## config.mk

```make
export PLATFORM = sky130hd
export DESIGN_NAME = wm_block_addr_gen_flat
export DESIGN_NICKNAME = d
export VERILOG_FILES = /design/src/rtl/wm_pkg.sv /design/src/rtl/wm_block_addr_gen_if.sv /design/src/rtl/wm_block_cursor.sv /design/src/rtl/wm_block_addr_gen.sv /design/src/flat_wrapper.sv
export SDC_FILE = /design/constraint.sdc
export NUM_CORES = 1
export LEC_CHECK = 0
export ABC_AREA = 0
export CAP_MARGIN = 0
export CELL_PAD_IN_SITES_DETAIL_PLACEMENT = 1
export CELL_PAD_IN_SITES_GLOBAL_PLACEMENT = 1
export CORE_ASPECT_RATIO = 0.7
export CORE_UTILIZATION = 45
export DETAILED_ROUTE_END_ITERATION = 7
export PLACE_DENSITY = 0.83
export SLEW_MARGIN = 0
export SYNTH_ARGS = -nofsm -noshare
export SYNTH_HDL_FRONTEND = slang
export SYNTH_SLANG_ARGS = --single-unit
export TNS_END_PERCENT = 100
```

## constraint.sdc

```tcl
create_clock -name clk -period 6.9 [get_ports clk]
set_input_delay 1.035 -clock clk [delete_from_list [all_inputs] [get_ports clk]]
set_output_delay 1.035 -clock clk [all_outputs]
set_load 0.02 [all_outputs]
```

## src/rtl/wm_pkg.sv

```systemverilog
// Shared types and constants for the watermark block address generator.
package wm_pkg;

  typedef enum logic [6:0] {
    S_IDLE    = 7'b0000001,
    S_SETUP   = 7'b0000010,
    S_FETCH_P = 7'b0000100,
    S_FETCH_W = 7'b0001000,
    S_WAIT    = 7'b0010000,
    S_NEXT    = 7'b0100000,
    S_FIN     = 7'b1000000
  } state_t;

  localparam logic MODE_SEQ  = 1'b0;
  localparam logic MODE_INTL = 1'b1;

  localparam logic SRC_PRIM = 1'b0;
  localparam logic SRC_WMK  = 1'b1;

endpackage

```

## src/rtl/wm_block_addr_gen_if.sv

```systemverilog
// Address stream from the block walker to the data-bank reader.
interface wm_block_addr_gen_if #(
  parameter int ADDR_W = 21,
  parameter int CNT_W  = 14
);

  logic [ADDR_W-1:0] addr;
  logic              addr_src;
  logic [1:0]        addr_ch;
  logic              addr_valid;
  logic              addr_ready;
  logic              blk_last;
  logic [CNT_W-1:0]  blk_idx;

  modport master (
    output addr, addr_src, addr_ch, addr_valid, blk_last, blk_idx,
    input  addr_ready
  );

  modport slave (
    input  addr, addr_src, addr_ch, addr_valid, blk_last, blk_idx,
    output addr_ready
  );

endinterface

```

## src/rtl/wm_block_cursor.sv

```systemverilog
// Walks row/column/channel inside one (possibly edge-clipped) block and
// produces the word offset of the current beat with incremental pointers.
module wm_block_cursor #(
  parameter int ADDR_W = 21,
  parameter int DIM_W  = 10,
  parameter int BLK_W  = 7,
  parameter int N_CH   = 1
) (
  input  logic              clk,
  input  logic              rst,
  input  logic              load,
  input  logic              advance,
  input  logic [ADDR_W-1:0] load_ptr,
  input  logic [ADDR_W-1:0] row_stride,
  input  logic [DIM_W-1:0]  img_w,
  input  logic [DIM_W-1:0]  img_h,
  input  logic [DIM_W-1:0]  x0,
  input  logic [DIM_W-1:0]  y0,
  input  logic [BLK_W-1:0]  blk_w,
  input  logic [BLK_W-1:0]  blk_h,
  output logic [ADDR_W-1:0] offset,
  output logic [1:0]        ch,
  output logic              last,
  output logic              edge_x,
  output logic              edge_y
);

  localparam logic [ADDR_W-1:0] CH_STEP = ADDR_W'(N_CH);
  localparam logic [1:0]        CH_LAST = 2'(N_CH - 1);

  logic [DIM_W-1:0]  rem_w, rem_h;
  logic [BLK_W-1:0]  ext_w_m1, ext_h_m1;
  logic [BLK_W-1:0]  r, c;
  logic [ADDR_W-1:0] row_ptr, pix_ptr;
  logic              ch_end, c_end, r_end;

  // A block touching the right/bottom edge is clipped to what remains.
  always_comb begin
    rem_w    = img_w - x0;
    rem_h    = img_h - y0;
    edge_x   = rem_w <= DIM_W'(blk_w);
    edge_y   = rem_h <= DIM_W'(blk_h);
    ext_w_m1 = (edge_x ? rem_w[BLK_W-1:0] : blk_w) - BLK_W'(1);
    ext_h_m1 = (edge_y ? rem_h[BLK_W-1:0] : blk_h) - BLK_W'(1);
    ch_end   = ch == CH_LAST;
    c_end    = c == ext_w_m1;
    r_end    = r == ext_h_m1;
    last     = ch_end && c_end && r_end;
    offset   = pix_ptr + ADDR_W'(ch);
  end

  always_ff @(posedge clk or negedge rst) begin
    if (!rst) begin
      r       <= '0;
      c       <= '0;
      ch      <= '0;
      row_ptr <= '0;
      pix_ptr <= '0;
    end else if (load) begin
      r       <= '0;
      c       <= '0;
      ch      <= '0;
      row_ptr <= load_ptr;
      pix_ptr <= load_ptr;
    end else if (advance) begin
      if (!ch_end) begin
        ch <= ch + 2'd1;
      end else begin
        ch <= '0;
        if (!c_end) begin
          c       <= c + BLK_W'(1);
          pix_ptr <= pix_ptr + CH_STEP;
        end else begin
          c       <= '0;
          r       <= r + BLK_W'(1);
          row_ptr <= row_ptr + row_stride;
          pix_ptr <= row_ptr + row_stride;
        end
      end
    end
  end

endmodule

```

## src/rtl/wm_block_addr_gen.sv

```systemverilog
// Block-by-block read address generator for the watermarking datapath:
// owns the run FSM, block origin and primary/watermark sequencing.
module wm_block_addr_gen
  import wm_pkg::*;
#(
  parameter int ADDR_W = 21,
  parameter int DIM_W  = 10,
  parameter int BLK_W  = 7,
  parameter int N_CH   = 1,
  parameter int CNT_W  = 14
) (
  input  logic                clk,
  input  logic                rst,
  input  logic                start,
  input  logic                abort,
  input  logic [DIM_W-1:0]    cfg_img_w,
  input  logic [DIM_W-1:0]    cfg_img_h,
  input  logic [BLK_W-1:0]    cfg_blk_w,
  input  logic [BLK_W-1:0]    cfg_blk_h,
  input  logic [ADDR_W-1:0]   cfg_p_base,
  input  logic [ADDR_W-1:0]   cfg_w_base,
  input  logic                cfg_mode,
  wm_block_addr_gen_if.master abus,
  input  logic                blk_done_in,
  output logic                busy,
  output logic                done,
  output logic                cfg_err
);

  localparam logic [ADDR_W-1:0] CH_STEP = ADDR_W'(N_CH);

  state_t            state;
  logic              mode_q, src_q, valid_q;
  logic [DIM_W-1:0]  img_w_q, img_h_q, x0, y0;
  logic [BLK_W-1:0]  blk_w_q, blk_h_q;
  logic [ADDR_W-1:0] p_base_q, w_base_q;
  logic [ADDR_W-1:0] stride_q, col_step_q, brow_step_q;
  logic [ADDR_W-1:0] org_ptr, row_org_ptr;
  logic [CNT_W-1:0]  idx;

  logic              fire, cur_load, cur_adv, cfg_bad;
  logic [ADDR_W-1:0] load_ptr, cur_off;
  logic [1:0]        cur_ch;
  logic              cur_last, edge_x, edge_y;

  // Cursor restarts at the block origin on entry and before the watermark pass.
  always_comb begin
    fire     = valid_q && abus.addr_ready;
    cur_load = (state == S_SETUP) || (state == S_NEXT) ||
               ((state == S_FETCH_P) && (mode_q == MODE_SEQ) && fire && cur_last);
    cur_adv  = fire && !cur_last && ((mode_q == MODE_SEQ) || (src_q == SRC_WMK));
    load_ptr = (state == S_SETUP) ? '0 : org_ptr;
    cfg_bad  = (cfg_blk_w == '0) || (cfg_blk_h == '0) ||
               (cfg_img_w == '0) || (cfg_img_h == '0) ||
               (DIM_W'(cfg_blk_w) > cfg_img_w) || (DIM_W'(cfg_blk_h) > cfg_img_h);
  end

  wm_block_cursor #(
    .ADDR_W (ADDR_W),
    .DIM_W  (DIM_W),
    .BLK_W  (BLK_W),
    .N_CH   (N_CH)
  ) u_cursor (
    .clk        (clk),
    .rst        (rst),
    .load       (cur_load),
    .advance    (cur_adv),
    .load_ptr   (load_ptr),
    .row_stride (stride_q),
    .img_w      (img_w_q),
    .img_h      (img_h_q),
    .x0         (x0),
    .y0         (y0),
    .blk_w      (blk_w_q),
    .blk_h      (blk_h_q),
    .offset     (cur_off),
    .ch         (cur_ch),
    .last       (cur_last),
    .edge_x     (edge_x),
    .edge_y     (edge_y)
  );

  assign abus.addr       = ((src_q == SRC_WMK) ? w_base_q : p_base_q) + cur_off;
  assign abus.addr_src   = src_q;
  assign abus.addr_ch    = cur_ch;
  assign abus.addr_valid = valid_q;
  assign abus.blk_last   = valid_q && (src_q == SRC_WMK) && cur_last;
  assign abus.blk_idx    = idx;

  always_ff @(posedge clk or negedge rst) begin
    if (!rst) begin
      state       <= S_IDLE;
      mode_q      <= MODE_SEQ;
      src_q       <= SRC_PRIM;
      valid_q     <= 1'b0;
      busy        <= 1'b0;
      done        <= 1'b0;
      cfg_err     <= 1'b0;
      img_w_q     <= '0;
      img_h_q     <= '0;
      blk_w_q     <= '0;
      blk_h_q     <= '0;
      p_base_q    <= '0;
      w_base_q    <= '0;
      stride_q    <= '0;
      col_step_q  <= '0;
      brow_step_q <= '0;
      x0          <= '0;
      y0          <= '0;
      org_ptr     <= '0;
      row_org_ptr <= '0;
      idx         <= '0;
    end else if (abort) begin
      state   <= S_IDLE;
      valid_q <= 1'b0;
      busy    <= 1'b0;
      done    <= 1'b0;
    end else begin
      done <= 1'b0;
      case (state)
        S_IDLE: begin
          if (start) begin
            if (cfg_bad) begin
              cfg_err <= 1'b1;
            end else begin
              cfg_err  <= 1'b0;
              mode_q   <= cfg_mode;
              img_w_q  <= cfg_img_w;
              img_h_q  <= cfg_img_h;
              blk_w_q  <= cfg_blk_w;
              blk_h_q  <= cfg_blk_h;
              p_base_q <= cfg_p_base;
              w_base_q <= cfg_w_base;
              busy     <= 1'b1;
              state    <= S_SETUP;
            end
          end
        end
        // Per-run strides are multiplied once here; beats only add.
        S_SETUP: begin
          stride_q    <= ADDR_W'(img_w_q) * CH_STEP;
          col_step_q  <= ADDR_W'(blk_w_q) * CH_STEP;
          brow_step_q <= ADDR_W'(blk_h_q) * ADDR_W'(img_w_q) * CH_STEP;
          x0          <= '0;
          y0          <= '0;
          org_ptr     <= '0;
          row_org_ptr <= '0;
          idx         <= '0;
          src_q       <= SRC_PRIM;
          valid_q     <= 1'b1;
          state       <= S_FETCH_P;
        end
        S_FETCH_P: begin
          if (fire) begin
            if (mode_q == MODE_SEQ) begin
              if (cur_last) begin
                src_q <= SRC_WMK;
                state <= S_FETCH_W;
              end
            end else if (src_q == SRC_PRIM) begin
              src_q <= SRC_WMK;
            end else begin
              src_q <= SRC_PRIM;
              if (cur_last) begin
                valid_q <= 1'b0;
                state   <= S_WAIT;
              end
            end
          end
        end
        S_FETCH_W: begin
          if (fire && cur_last) begin
            valid_q <= 1'b0;
            state   <= S_WAIT;
          end
        end
        // Raster step: right along the block row, then wrap to the next row.
        S_WAIT: begin
          if (blk_done_in) begin
            if (edge_x && edge_y) begin
              done  <= 1'b1;
              state <= S_FIN;
            end else begin
              idx <= idx + CNT_W'(1);
              if (edge_x) begin
                x0          <= '0;
                y0          <= y0 + DIM_W'(blk_h_q);
                row_org_ptr <= row_org_ptr + brow_step_q;
                org_ptr     <= row_org_ptr + brow_step_q;
              end else begin
                x0      <= x0 + DIM_W'(blk_w_q);
                org_ptr <= org_ptr + col_step_q;
              end
              state <= S_NEXT;
            end
          end
        end
        S_NEXT: begin
          src_q   <= SRC_PRIM;
          valid_q <= 1'b1;
          state   <= S_FETCH_P;
        end
        S_FIN: begin
          busy  <= 1'b0;
          state <= S_IDLE;
        end
        default: begin
          valid_q <= 1'b0;
          busy    <= 1'b0;
          state   <= S_IDLE;
        end
      endcase
    end
  end

endmodule

```

## src/flat_wrapper.sv

```systemverilog
// flat-port wrapper written by rule: the top's interface ports become plain ports
module wm_block_addr_gen_flat import wm_pkg::*;
#(
  parameter int ADDR_W = 21,
  parameter int DIM_W  = 10,
  parameter int BLK_W  = 7,
  parameter int N_CH   = 1,
  parameter int CNT_W  = 14
)
  (clk, rst, start, abort, cfg_img_w, cfg_img_h, cfg_blk_w, cfg_blk_h, cfg_p_base, cfg_w_base, cfg_mode, blk_done_in, busy, done, cfg_err, abus_addr, abus_addr_src, abus_addr_ch, abus_addr_valid, abus_blk_last, abus_blk_idx, abus_addr_ready);
  wm_block_addr_gen_if #(.ADDR_W(ADDR_W), .CNT_W(CNT_W)) abus_i ();
  input  logic clk;
  input  logic rst;
  input  logic start;
  input  logic abort;
  input  logic [DIM_W-1:0] cfg_img_w;
  input  logic [DIM_W-1:0] cfg_img_h;
  input  logic [BLK_W-1:0] cfg_blk_w;
  input  logic [BLK_W-1:0] cfg_blk_h;
  input  logic [ADDR_W-1:0] cfg_p_base;
  input  logic [ADDR_W-1:0] cfg_w_base;
  input  logic cfg_mode;
  input  logic blk_done_in;
  output logic busy;
  output logic done;
  output logic cfg_err;
  output wire logic [$bits(abus_i.addr)-1:0] abus_addr;
  output wire logic [$bits(abus_i.addr_src)-1:0] abus_addr_src;
  output wire logic [$bits(abus_i.addr_ch)-1:0] abus_addr_ch;
  output wire logic [$bits(abus_i.addr_valid)-1:0] abus_addr_valid;
  output wire logic [$bits(abus_i.blk_last)-1:0] abus_blk_last;
  output wire logic [$bits(abus_i.blk_idx)-1:0] abus_blk_idx;
  input wire logic [$bits(abus_i.addr_ready)-1:0] abus_addr_ready;
  assign abus_addr = abus_i.addr;
  assign abus_addr_src = abus_i.addr_src;
  assign abus_addr_ch = abus_i.addr_ch;
  assign abus_addr_valid = abus_i.addr_valid;
  assign abus_blk_last = abus_i.blk_last;
  assign abus_blk_idx = abus_i.blk_idx;
  assign abus_i.addr_ready = abus_addr_ready;
  wm_block_addr_gen #(.ADDR_W(ADDR_W), .DIM_W(DIM_W), .BLK_W(BLK_W), .N_CH(N_CH), .CNT_W(CNT_W)) u_core (.clk(clk), .rst(rst), .start(start), .abort(abort), .cfg_img_w(cfg_img_w), .cfg_img_h(cfg_img_h), .cfg_blk_w(cfg_blk_w), .cfg_blk_h(cfg_blk_h), .cfg_p_base(cfg_p_base), .cfg_w_base(cfg_w_base), .cfg_mode(cfg_mode), .abus(abus_i), .blk_done_in(blk_done_in), .busy(busy), .done(done), .cfg_err(cfg_err));
endmodule
```

==> results of run 1 <==
[synth_stat cells (all sizes together) (20+ instances only)]
master / number / area share, %
inv: 135 / 2.6
buf: 25 / 0.69
mux2i: 24 / 1.3
xnor2: 92 / 4.2
or3: 21 / 0.68
a21oi: 107 / 2.8
a21o: 44 / 1.7
clkbuf: 73 / 1.4
mux2: 21 / 1.2
and2: 27 / 0.87
dfrtp: 256 / 33
o21ai: 156 / 4.0
nor3: 49 / 1.4
o21a: 20 / 0.78
ha: 174 / 11
nand3: 86 / 2.3
fa: 49 / 5.1
nor2b: 27 / 0.87
and3: 33 / 1.1
nand2: 405 / 7.9
nor2: 107 / 2.1
xor2: 51 / 2.3
[cell type report]
type / instances / area, µm²
fill: 4889 / 19800
timing repair buffer: 203 / 1870
multi-input combinational: 1738 / 12100
sequential: 257 / 6430
inverter: 136 / 510
clock buffer: 43 / 848
clock inverter: 10 / 73.8
tap: 552 / 691
[per-stage QoR]
| step | TNS [ns] | area [µm²] | power (W) | cells | util, % |
|---|---|---|---|---|---|
| 2_1_floorplan | 0 | 19300 | 0.00450 | 2229 | - |
| 3_3_place_gp | -0.0547 | 21400 | 0.00573 | 2877 | 50.6 |
| 3_5_place_dp | -0.326 | 21400 | 0.00592 | 2877 | 50.6 |
| 4_1_cts | 0 | 22400 | 0.00758 | 2934 | 53.0 |
| 5_1_grt | -0.128 | 22500 | 0.00815 | 2939 | 53.2 |
| 6_report | 0 | 22500 | 0.00766 | 2939 | 53.2 |
[path summary, 6_finish.rpt]
kind | from | end | slack [ns] | depth (start not counted)
max | u_core.img_h_q[0] | abus_blk_last | 0.09 | 26
min | rst | u_core.u_cursor.pix_ptr[13] | 0.47 | 1
max reg2reg | u_core.x0[1] | u_core.u_cursor.row_ptr[18] | 0.39 | 24
min reg2reg | u_core.w_base_q[15] | u_core.w_base_q[15] | 0.47 | 2
max in group asynchronous | rst | u_core.p_base_q[20] | 4.96 | 2
min in group clk | u_core.w_base_q[15] | u_core.w_base_q[15] | 0.47 | 2
[power by group through the flow]
| stage | combinational, W | clock (W) | sequential (W) |
|---|---|---|---|
| after floorplan | 0.00259 | 0 | 0.00192 |
| after global placement | 0.00373 | 0 | 0.00199 |
| after detailed placement | 0.00390 | 0 | 0.00201 |
| after CTS | 0.00402 | 0.00157 | 0.00199 |
| after global routing | 0.00451 | 0.00162 | 0.00202 |
| final | 0.00412 | 0.00154 | 0.00200 |
[routing by layer]
layer	up-vias	part of all wire [%]	GRT usage [%]
li1	8039	-	-
met1	8913	48	45.6
met2	510	44	48.2
met3	87	5.9	4.59
met4	0	1.6	5.81
met5	-	0	0
[critical path: stages (launching register included)]
cell	delay, ns
dfrtp_1	0.37
inv_2	0.07
ha_4	0.12
inv_1	0.05
fa_2	0.38
a21o_1	0.20
a221oi_2	0.29
xnor2_1	0.18
ha_1	0.30
a211oi_2	0.21
a31oi_2	0.14
or3_4	0.44
nor2_4	0.10
nor2_1	0.06
a21oi_2	0.13
ha_2	0.21
buf_4	0.14
nand2_2	0.07
xnor2_1	0.16
o21ai_1	0.10
o31ai_1	0.12
o221ai_1	0.16
or4_4	0.53
or2_1	0.27
nand2b_4	0.18
nor2_4	0.09
buf_6	0.12
[cell families (layout without fill, tap and decap cells)]
family	count (synthesis)	count (layout)	share of synthesized area, %
muxes	45	45	2.49
buffers and inverters	234	392	4.75
xor gates and xnor gates	145	145	6.71
AOI/OAI and AO/OA	496	496	16.6
DFF	257	257	33.3
adders and majority gates	223	223	16.3
and+or+nand+nor	829	829	19.8
[registers in the layout, indices dropped and copies added, names as in the netlist, 2 cells and up]
register / flops
u_core.org_ptr: 21
u_core.p_base_q: 21
u_core.row_org_ptr: 21
u_core.u_cursor.pix_ptr: 21
u_core.u_cursor.row_ptr: 21
u_core.w_base_q: 21
u_core.brow_step_q: 17
u_core.abus.blk_idx: 14
u_core.img_h_q: 10
u_core.img_w_q: 10
u_core.stride_q: 10
u_core.x0: 10
u_core.y0: 10
u_core.blk_h_q: 7
u_core.blk_w_q: 7
u_core.col_step_q: 7
u_core.state: 7
u_core.u_cursor.c: 7
u_core.u_cursor.r: 7
u_core.u_cursor.ch: 2
[what timing repair did]
item | CTS | global route
endpoints found under the setup margin | 1 | 12
pin swaps | 12 | 17
endpoints found under the hold margin | 0 | 0
setup buffers | 4 | 5
resized for setup | 19 | 19
cloned | 0 | 0
==> impl_metrics.json, run 1 <==
{
  "floorplan.io_pins": 126,
  "initial_core_util_pct": 45.7,
  "power.leakage_nw": 10.8,
  "grt_start_max_net_pins": 147,
  "outcome": "finished clean",
  "number_of_rows_created_at_floorplan": 63,
  "asyncSetResetFlopFracSynth_pct": 100,
  "num_vias": 17500,
  "detail_route.iter0.violations": 1370,
  "critPathKind": "reg -> out",
  "setup_viol_count_final": 0,
  "wire_length_of_the_first_global_routing_pass_um": 107000,
  "ys_warn_count": 0,
  "cts_tree": "done",
  "power.internal_w": 0.00431,
  "final_antenna_net_count": 0,
  "fin_nets": 2671,
  "cts.root.buffer_cell": "clkbuf_16",
  "avgRoutedWirePerCell_um": 22.7,
  "ys_ff_latch": 257,
  "holdBufCountCts": 0,
  "die_area_um2": 43800,
  "max_fo_critical_path": 3,
  "drt-total-wl_um": 66800,
  "antenna_violations_before_repair": 2,
  "commonest_non_fill_non_tap_cells_in_the_layout": "nand2_1 (402), dfrtp_1 (254), ha_1 (171)",
  "worstHoldPathType": "in -> async",
  "mappedNetlistNets": 2535,
  "drt_first_pass_iters": 5,
  "fp.coreArea_um2": 42300,
  "port-buffer-count": 125,
  "layout_worst_path_cycle_share_pct": 98.6,
  "postLayoutSetupSlackWorst_ns": 0.0938,
  "dp_slack_ns": -0.326,
  "p_seq_share_pct": 26.1,
  "overflow": 0,
  "finalCriticalPeriod_ns": 6.81,
  "clkTransAtPathRegs_ns": 0.06,
  "tritoncts_num_sinks": 257,
  "horizontal_die_dimension_um": 250,
  "comb_power_share_pct": 53.8,
  "most_frequent_standard_cell_in_the_layout_excluding_fill_and_tap_cells": "nand2_1",
  "timing.critical_path.to_type": "output port",
  "cts-buffers-inserted": 29,
  "syn_area_um2": 19300,
  "synth.yosys.seq_area_share_pct": 33.3,
  "hold_ws_ns": 0.465,
  "worst-endpoint-required_ns": 5.86,
  "timing.final.hold_violations": 0,
  "clk-insertion-delay-late_ns": 0.59,
  "vias_per_cell": 5.97,
  "max-vdd-ir-drop_uv": 249,
  "syn2layout_area_growth_pct": 16.6,
  "proportion_of_layout_cells_with_a_drive_suffix_above_1_pct": 8.38,
  "gp_congestion": 0.961,
  "critical_path.startpoint_type": "flip-flop",
  "slew_headroom_pct": 18.8,
  "power_density_nw_per_um2": 340,
  "share_clk_of_total_power_pct": 20.2,
  "drc": 0,
  "maxClockFrequency_mhz": 147,
  "maxSlewViolCount": 0,
  "post_synth_inst_count": 2229,
  "worst_pin_slew_ns": 1.22,
  "edff_count_synth": 0,
  "insertedDiodeCount": 0,
  "worst-endpoint-arrival_ns": 5.77,
  "synth_cell_types": 86,
  "post_synth.cell_area_avg_um2": 8.67,
  "die_height_um": 175,
  "global_route_total_usage_across_every_layer_pct": 30.9,
  "top_reg_cell_synth": "dfrtp_1",
  "grt_setup_unrepaired": "true",
  "fin_worst_skew_ns": 0.0190,
  "dpl.hpwl_um": 51200,
  "cts.htree.levels": 1,
  "clock_path_buffers": 3,
  "total_switching_power_w": 0.00334,
  "maxCapViolations": 0,
  "switching_share_pct": 43.6,
  "grt_pass1_vias": 18600
}
(Power assumes the default switching activity.)
==> run 2: changes to the inputs <==
--- a/config.mk
+++ b/config.mk
@@ -7,12 +7,12 @@
 export LEC_CHECK = 0
 export ABC_AREA = 0
 export CAP_MARGIN = 0
-export CELL_PAD_IN_SITES_DETAIL_PLACEMENT = 1
-export CELL_PAD_IN_SITES_GLOBAL_PLACEMENT = 1
+export CELL_PAD_IN_SITES_DETAIL_PLACEMENT = 0
+export CELL_PAD_IN_SITES_GLOBAL_PLACEMENT = 2
 export CORE_ASPECT_RATIO = 0.7
-export CORE_UTILIZATION = 45
+export CORE_UTILIZATION = 38
 export DETAILED_ROUTE_END_ITERATION = 7
-export PLACE_DENSITY = 0.83
+export PLACE_DENSITY = 0.86
 export SLEW_MARGIN = 0
 export SYNTH_ARGS = -nofsm -noshare
 export SYNTH_HDL_FRONTEND = slang
==> impl_metrics.json, run 2 (synthesis results as in run 1) <==
{
  "drt-total-wl_um": 60900,
  "proportion_of_layout_cells_with_a_drive_suffix_above_1_pct": 8.71,
  "worst-r2r-cell-count": 24,
  "fin_worst_skew_ns": 0.0150,
  "finalCriticalPeriod_ns": 6.67,
  "max_fo_critical_path": 4,
  "detail_route.iter0.violations": 1192,
  "rrSetupSlack_ns": 0.62,
  "worst-endpoint-required_ns": 5.86,
  "p_seq_share_pct": 25.9,
  "switching_share_pct": 41.7,
  "initial_core_util_pct": 38.8,
  "num_vias": 16700,
  "clk-insertion-delay-late_ns": 0.58,
  "sequential_cell_area_um2": 6430,
  "tritoncts_num_sinks": 257,
  "fp.coreArea_um2": 49800,
  "layout.core_utilization_pct": 45.9,
  "final_antenna_net_count": 0,
  "number_of_cells_traversed_by_the_worst_hold_path": 2,
  "layout_worst_path_cycle_share_pct": 96.7,
  "power_density_nw_per_um2": 335,
  "floorplan.io_pins": 126,
  "grt_start_max_net_pins": 143,
  "horizontal_die_dimension_um": 272,
  "comb_power_share_pct": 52.3,
  "syn2layout_area_growth_pct": 18.1,
  "n_fill_cell": 4824,
  "critical-path-slowest-cell": "or4_4",
  "cts.htree.levels": 1,
  "timing.critical_path.to_type": "output port",
  "cts-buffers-inserted": 28,
  "fin_nets": 2675,
  "critical_path.startpoint_type": "flip-flop",
  "beginning_of_the_worst_register_to_register_path": "u_core.x0[1]",
  "maxSlewViolCount": 0,
  "grt_pass1_vias": 16500,
  "crit_top_cell": "o21ai_1",
  "cts.root.buffer_cell": "clkbuf_16",
  "share_clk_of_total_power_pct": 21.8,
  "maxClockFrequency_mhz": 150,
  "dpl.hpwl_um": 46700,
  "stdcell_count": 3054,
  "avgRoutedWirePerCell_um": 19.9,
  "overflow": 0,
  "power.internal_w": 0.00446,
  "worst_pin_slew_ns": 1.02,
  "drc": 0,
  "hold_path.startpoint": "u_core.w_base_q[7]",
  "stage_delay_of_the_slowest_cell_on_the_critical_path_ns": 0.49,
  "number_of_rows_created_at_floorplan": 68,
  "wire_length_of_the_first_global_routing_pass_um": 96200,
  "worstHoldPathType": "reg -> reg",
  "slew_headroom_pct": 31.7,
  "setup_viol_count_final": 0,
  "commonest_non_fill_non_tap_cells_in_the_layout": "nand2_1 (402), dfrtp_1 (254), ha_1 (172)",
  "clkTransAtPathRegs_ns": 0.06,
  "global_route_total_usage_across_every_layer_pct": 23.7,
  "critPathKind": "reg -> out",
  "outcome": "finished clean",
  "timing.final.hold_violations": 0,
  "clock_path_buffers": 3,
  "cts_tree": "done",
  "port-buffer-count": 125,
  "drt_first_pass_iters": 7,
  "vias_per_cell": 5.48,
  "critical_path.reg2reg.endpoint": "u_core.u_cursor.row_ptr[13]",
  "report.power.total_w": 0.00765,
  "power.leakage_nw": 10.9,
  "max-vdd-ir-drop_uv": 261,
  "multi_input_gate_area_in_the_final_layout_um2": 12100,
  "destination_of_the_worst_hold_path": "u_core.w_base_q[7]",
  "most_frequent_standard_cell_in_the_layout_excluding_fill_and_tap_cells": "nand2_1",
  "die_height_um": 191,
  "antenna_violations_before_repair": 5,
  "maxCapViolations": 0,
  "die_area_um2": 51800,
  "holdBufCountCts": 0,
  "dp_cells": 2993,
  "total_switching_power_w": 0.00319,
  "insertedDiodeCount": 0,
  "worst-endpoint-arrival_ns": 5.64,
  "gp_congestion": 0.901
}
-- run 2: changes by cell type in the layout (fill, tap and decap cells not counted), sizes merged --
| cell | delta |
|---|---|
| clkinv | -1 |
| inv | -1 |
| bufinv | +5 |
| clkinvlp | -1 |
| clkbuf | -5 |
| buf | +5 |
-- run 2: worst max path at each step --
stage | from | to | slack [ns] | depth (start not counted)
6_report | u_core.img_h_q[0] | abus_blk_last | 0.23 | 28
5_1_grt | u_core.img_h_q[0] | abus_blk_last | -0.02 | 28
4_1_cts | u_core.img_h_q[0] | abus_blk_last | 0.02 | 26
3_5_place_dp | u_core.img_h_q[0] | abus_blk_last | -0.19 | 26
3_3_place_gp | u_core.img_h_q[0] | abus_blk_last | 0.03 | 26
2_1_floorplan | u_core.img_h_q[0] | abus_blk_last | 0.41 | 26
-- run 2: power groups by stage --
stage	Combinational (W)	Sequential, W	Clock, W
final	0.00400	0.00198	0.00167
after CTS	0.00387	0.00198	0.00171
after global placement	0.00377	0.00199	0
after floorplan	0.00259	0.00192	0
after global routing	0.00444	0.00201	0.00177
after detailed placement	0.00380	0.00200	0
-- run 2: final cells by class --
type / count / area share, %
inverters: 136 / 2.24
well taps: 665 / 3.64
repair buffers: 208 / 8.40
clock inverters: 12 / 0.871
clock buffers: 38 / 3.54
flip-flops and latches: 257 / 28.2
multi-input cells: 1738 / 53.1
-- run 2: critical path, delay by kind of cell, from the launching register on --
family,cells,cell delay (ns)
compound gates,9,1.34
xor+xnor,1,0.19
simple gates,11,1.91
flops,1,0.37
buf+inv,3,0.24
fa+ha+maj,4,1.00
-- run 2: through the flow --
stage | setup TNS (ns) | area (µm²) | worst slack [ns] | hold WS, ns
2_1_floorplan | 0 | 19300 | 0.407 | 0.433
3_3_place_gp | 0 | 21600 | 0.0305 | 0.446
3_5_place_dp | -0.194 | 21600 | -0.194 | 0.450
4_1_cts | 0 | 22700 | 0.0196 | 0.466
5_1_grt | -0.0206 | 22800 | -0.0206 | 0.481
6_report | 0 | 22800 | 0.229 | 0.461
-- run 2: layer usage --
layer  routed length, µm  track usage (%)  part of all wire (%)
met3                3960             4.08                   6.5
met1               31900             37.3                    52
met5                   0                0                     0
met2               24100             33.5                    40
met4                 942             3.85                   1.5
-- run 2: repair_timing --
action,in CTS,in global routing
setup buffers,3,8
endpoints found under the setup margin,1,11
pin swaps,8,18
endpoints found under the hold margin,0,0
resized for setup,13,29
==> run 3: changes to the inputs <==
--- a/config.mk
+++ b/config.mk
@@ -11,6 +11,7 @@
 export CELL_PAD_IN_SITES_GLOBAL_PLACEMENT = 2
 export CORE_ASPECT_RATIO = 0.7
 export CORE_UTILIZATION = 38
+export CTS_BUF_LIST = sky130_fd_sc_hd__clkbuf_8 sky130_fd_sc_hd__clkbuf_16
 export DETAILED_ROUTE_END_ITERATION = 7
 export PLACE_DENSITY = 0.86
 export SLEW_MARGIN = 0
==> impl_metrics.json, run 3 (synthesis results as in run 1) <==
{
  "layout.core_utilization_pct": 45.9,
  "worst-endpoint-required_ns": 5.86,
  "port-buffer-count": 125,
  "worstPathBufferInverterCount": 3,
  "cts-buffers-inserted": 28,
  "syn2layout_area_growth_pct": 18.1,
  "sequential_cell_area_um2": 6430,
  "initial_core_util_pct": 38.8,
  "proportion_of_layout_cells_with_a_drive_suffix_above_1_pct": 8.71,
  "fin_setup_tns_ns": 0,
  "grt_start_max_net_pins": 143,
  "grt_pass1_vias": 16500,
  "finalCriticalPeriod_ns": 6.67,
  "critPathKind": "reg -> out",
  "insertedDiodeCount": 0,
  "final_antenna_net_count": 0,
  "antenna_violations_before_repair": 5,
  "critical_path.startpoint": "u_core.img_h_q[0]",
  "cts.root.buffer_cell": "clkbuf_16",
  "fin_nets": 2675,
  "beginning_of_the_worst_register_to_register_path": "u_core.x0[1]",
  "hold_path.startpoint": "u_core.w_base_q[7]",
  "worst_pin_slew_ns": 1.01,
  "number_of_rows_created_at_floorplan": 68,
  "fin_worst_skew_ns": 0.0167,
  "crit_top_cell": "o21ai_1",
  "placement.cell_area_um2": 21600,
  "multi_input_gate_area_in_the_final_layout_um2": 12100,
  "most_frequent_standard_cell_in_the_layout_excluding_fill_and_tap_cells": "nand2_1",
  "max_fo_critical_path": 4,
  "detail_route.iter0.violations": 1187,
  "cts.htree.levels": 1,
  "worstHoldPathType": "reg -> reg",
  "timing.final.hold_violations": 0,
  "floorplan.io_pins": 126,
  "drt_first_pass_iters": 7,
  "clkTransAtPathRegs_ns": 0.06,
  "commonest_non_fill_non_tap_cells_in_the_layout": "nand2_1 (402), dfrtp_1 (254), ha_1 (172)",
  "stage_delay_of_the_slowest_cell_on_the_critical_path_ns": 0.49,
  "layout_worst_path_cycle_share_pct": 96.7,
  "drc": 0,
  "global_route_total_usage_across_every_layer_pct": 23.7,
  "clk-insertion-delay-late_ns": 0.58,
  "power_density_nw_per_um2": 335,
  "n_fill_cell": 4824,
  "clock_path_buffers": 3,
  "slew_headroom_pct": 32.3,
  "power.leakage_nw": 10.9,
  "horizontal_die_dimension_um": 272,
  "wire_length_of_the_first_global_routing_pass_um": 96200,
  "die_area_um2": 51800,
  "avgRoutedWirePerCell_um": 19.9,
  "dpl.hpwl_um": 46700,
  "drt-total-wl_um": 60900,
  "gp_congestion": 0.901,
  "timing.critical_path.to_type": "output port",
  "worst-endpoint-arrival_ns": 5.63,
  "tritoncts_num_sinks": 257,
  "maxClockFrequency_mhz": 150,
  "vias_per_cell": 5.49,
  "die_height_um": 191,
  "setup_viol_count_final": 0,
  "outcome": "finished clean",
  "maxSlewViolCount": 0,
  "num_vias": 16800,
  "finish.instance_area_um2": 22800,
  "fp.coreArea_um2": 49800,
  "cts_tree": "done",
  "maxCapViolations": 0,
  "holdBufCountCts": 0,
  "overflow": 0,
  "critical-path-slowest-cell": "or4_4",
  "rrSetupSlack_ns": 0.61,
  "critical_path.startpoint_type": "flip-flop",
  "max-vdd-ir-drop_uv": 261,
  "worst_path_dominant_cell_family": "simple AND/OR/NAND/NOR gates"
}
## run 3: cell types whose count changed in the layout (fill, tap and decap cells not counted), sizes merged
cell	change
clkbuf	-3
inv	+3
## run 3: routing by layer
| metal | GRT usage (%) | share of wire (%) | vias up |
|---|---|---|---|
| li1 | - | - | 8042 |
| met1 | 37.3 | 52 | 8185 |
| met2 | 33.5 | 40 | 473 |
| met3 | 4.08 | 6.5 | 57 |
| met4 | 3.85 | 1.6 | 0 |
| met5 | 0 | 0 | - |
## run 3: path summary, 6_finish.rpt
kind | endpoint | depth (start not counted)
worst min register to register | u_core.w_base_q[7] | 2
max in group asynchronous | u_core.img_w_q[1] | 2
worst max-delay path | abus_blk_last | 28
worst max register to register | u_core.u_cursor.row_ptr[13] | 24
worst min-delay path | u_core.w_base_q[7] | 2
min in group asynchronous | u_core.u_cursor.row_ptr[17] | 1
## run 3: layout make-up
type                       count  share of cell area (%)
multi-input combinational   1738                    53.1
timing repair buffer         208                    8.40
clock inverter                15                   0.920
tap                          665                    3.64
inverter                     136                    2.24
sequential                   257                    28.2
clock buffer                  35                    3.49
## run 3: timing repair
action,CTS,global route
buffers inserted,3,8
gates resized for setup,13,29
pin swaps,8,18
endpoints found under the setup margin,1,11
## run 3: worst register-to-register path, delay by kind of cell (launching register included)
family | cells | cell delay (ns)
XOR/XNOR | 3 | 0.56
multiplexers | 1 | 0.17
adder cells (fa/ha/maj) | 3 | 0.83
flip-flops | 1 | 0.42
AND/OR/NAND/NOR | 9 | 2.67
AO/OA/AOI/OAI | 6 | 1.17
buffers and inverters | 2 | 0.41
## run 3: power by group
group	internal [W]	switching [W]	leakage [nW]
sequential	0.00175	0.000224	3.35
clock	0.000999	0.000667	0.509
combinational	0.00170	0.00230	7.01
## run 3: per-stage QoR
stage / setup WS [ns] / power, W / hold slack (ns) / cells
2_1_floorplan: 0.407 / 0.00450 / 0.433 / 2229
3_3_place_gp: 0.0305 / 0.00576 / 0.446 / 2993
3_5_place_dp: -0.194 / 0.00580 / 0.450 / 2993
4_1_cts: 0.0196 / 0.00756 / 0.466 / 3046
5_1_grt: -0.0206 / 0.00821 / 0.481 / 3054
6_report: 0.230 / 0.00764 / 0.461 / 3054
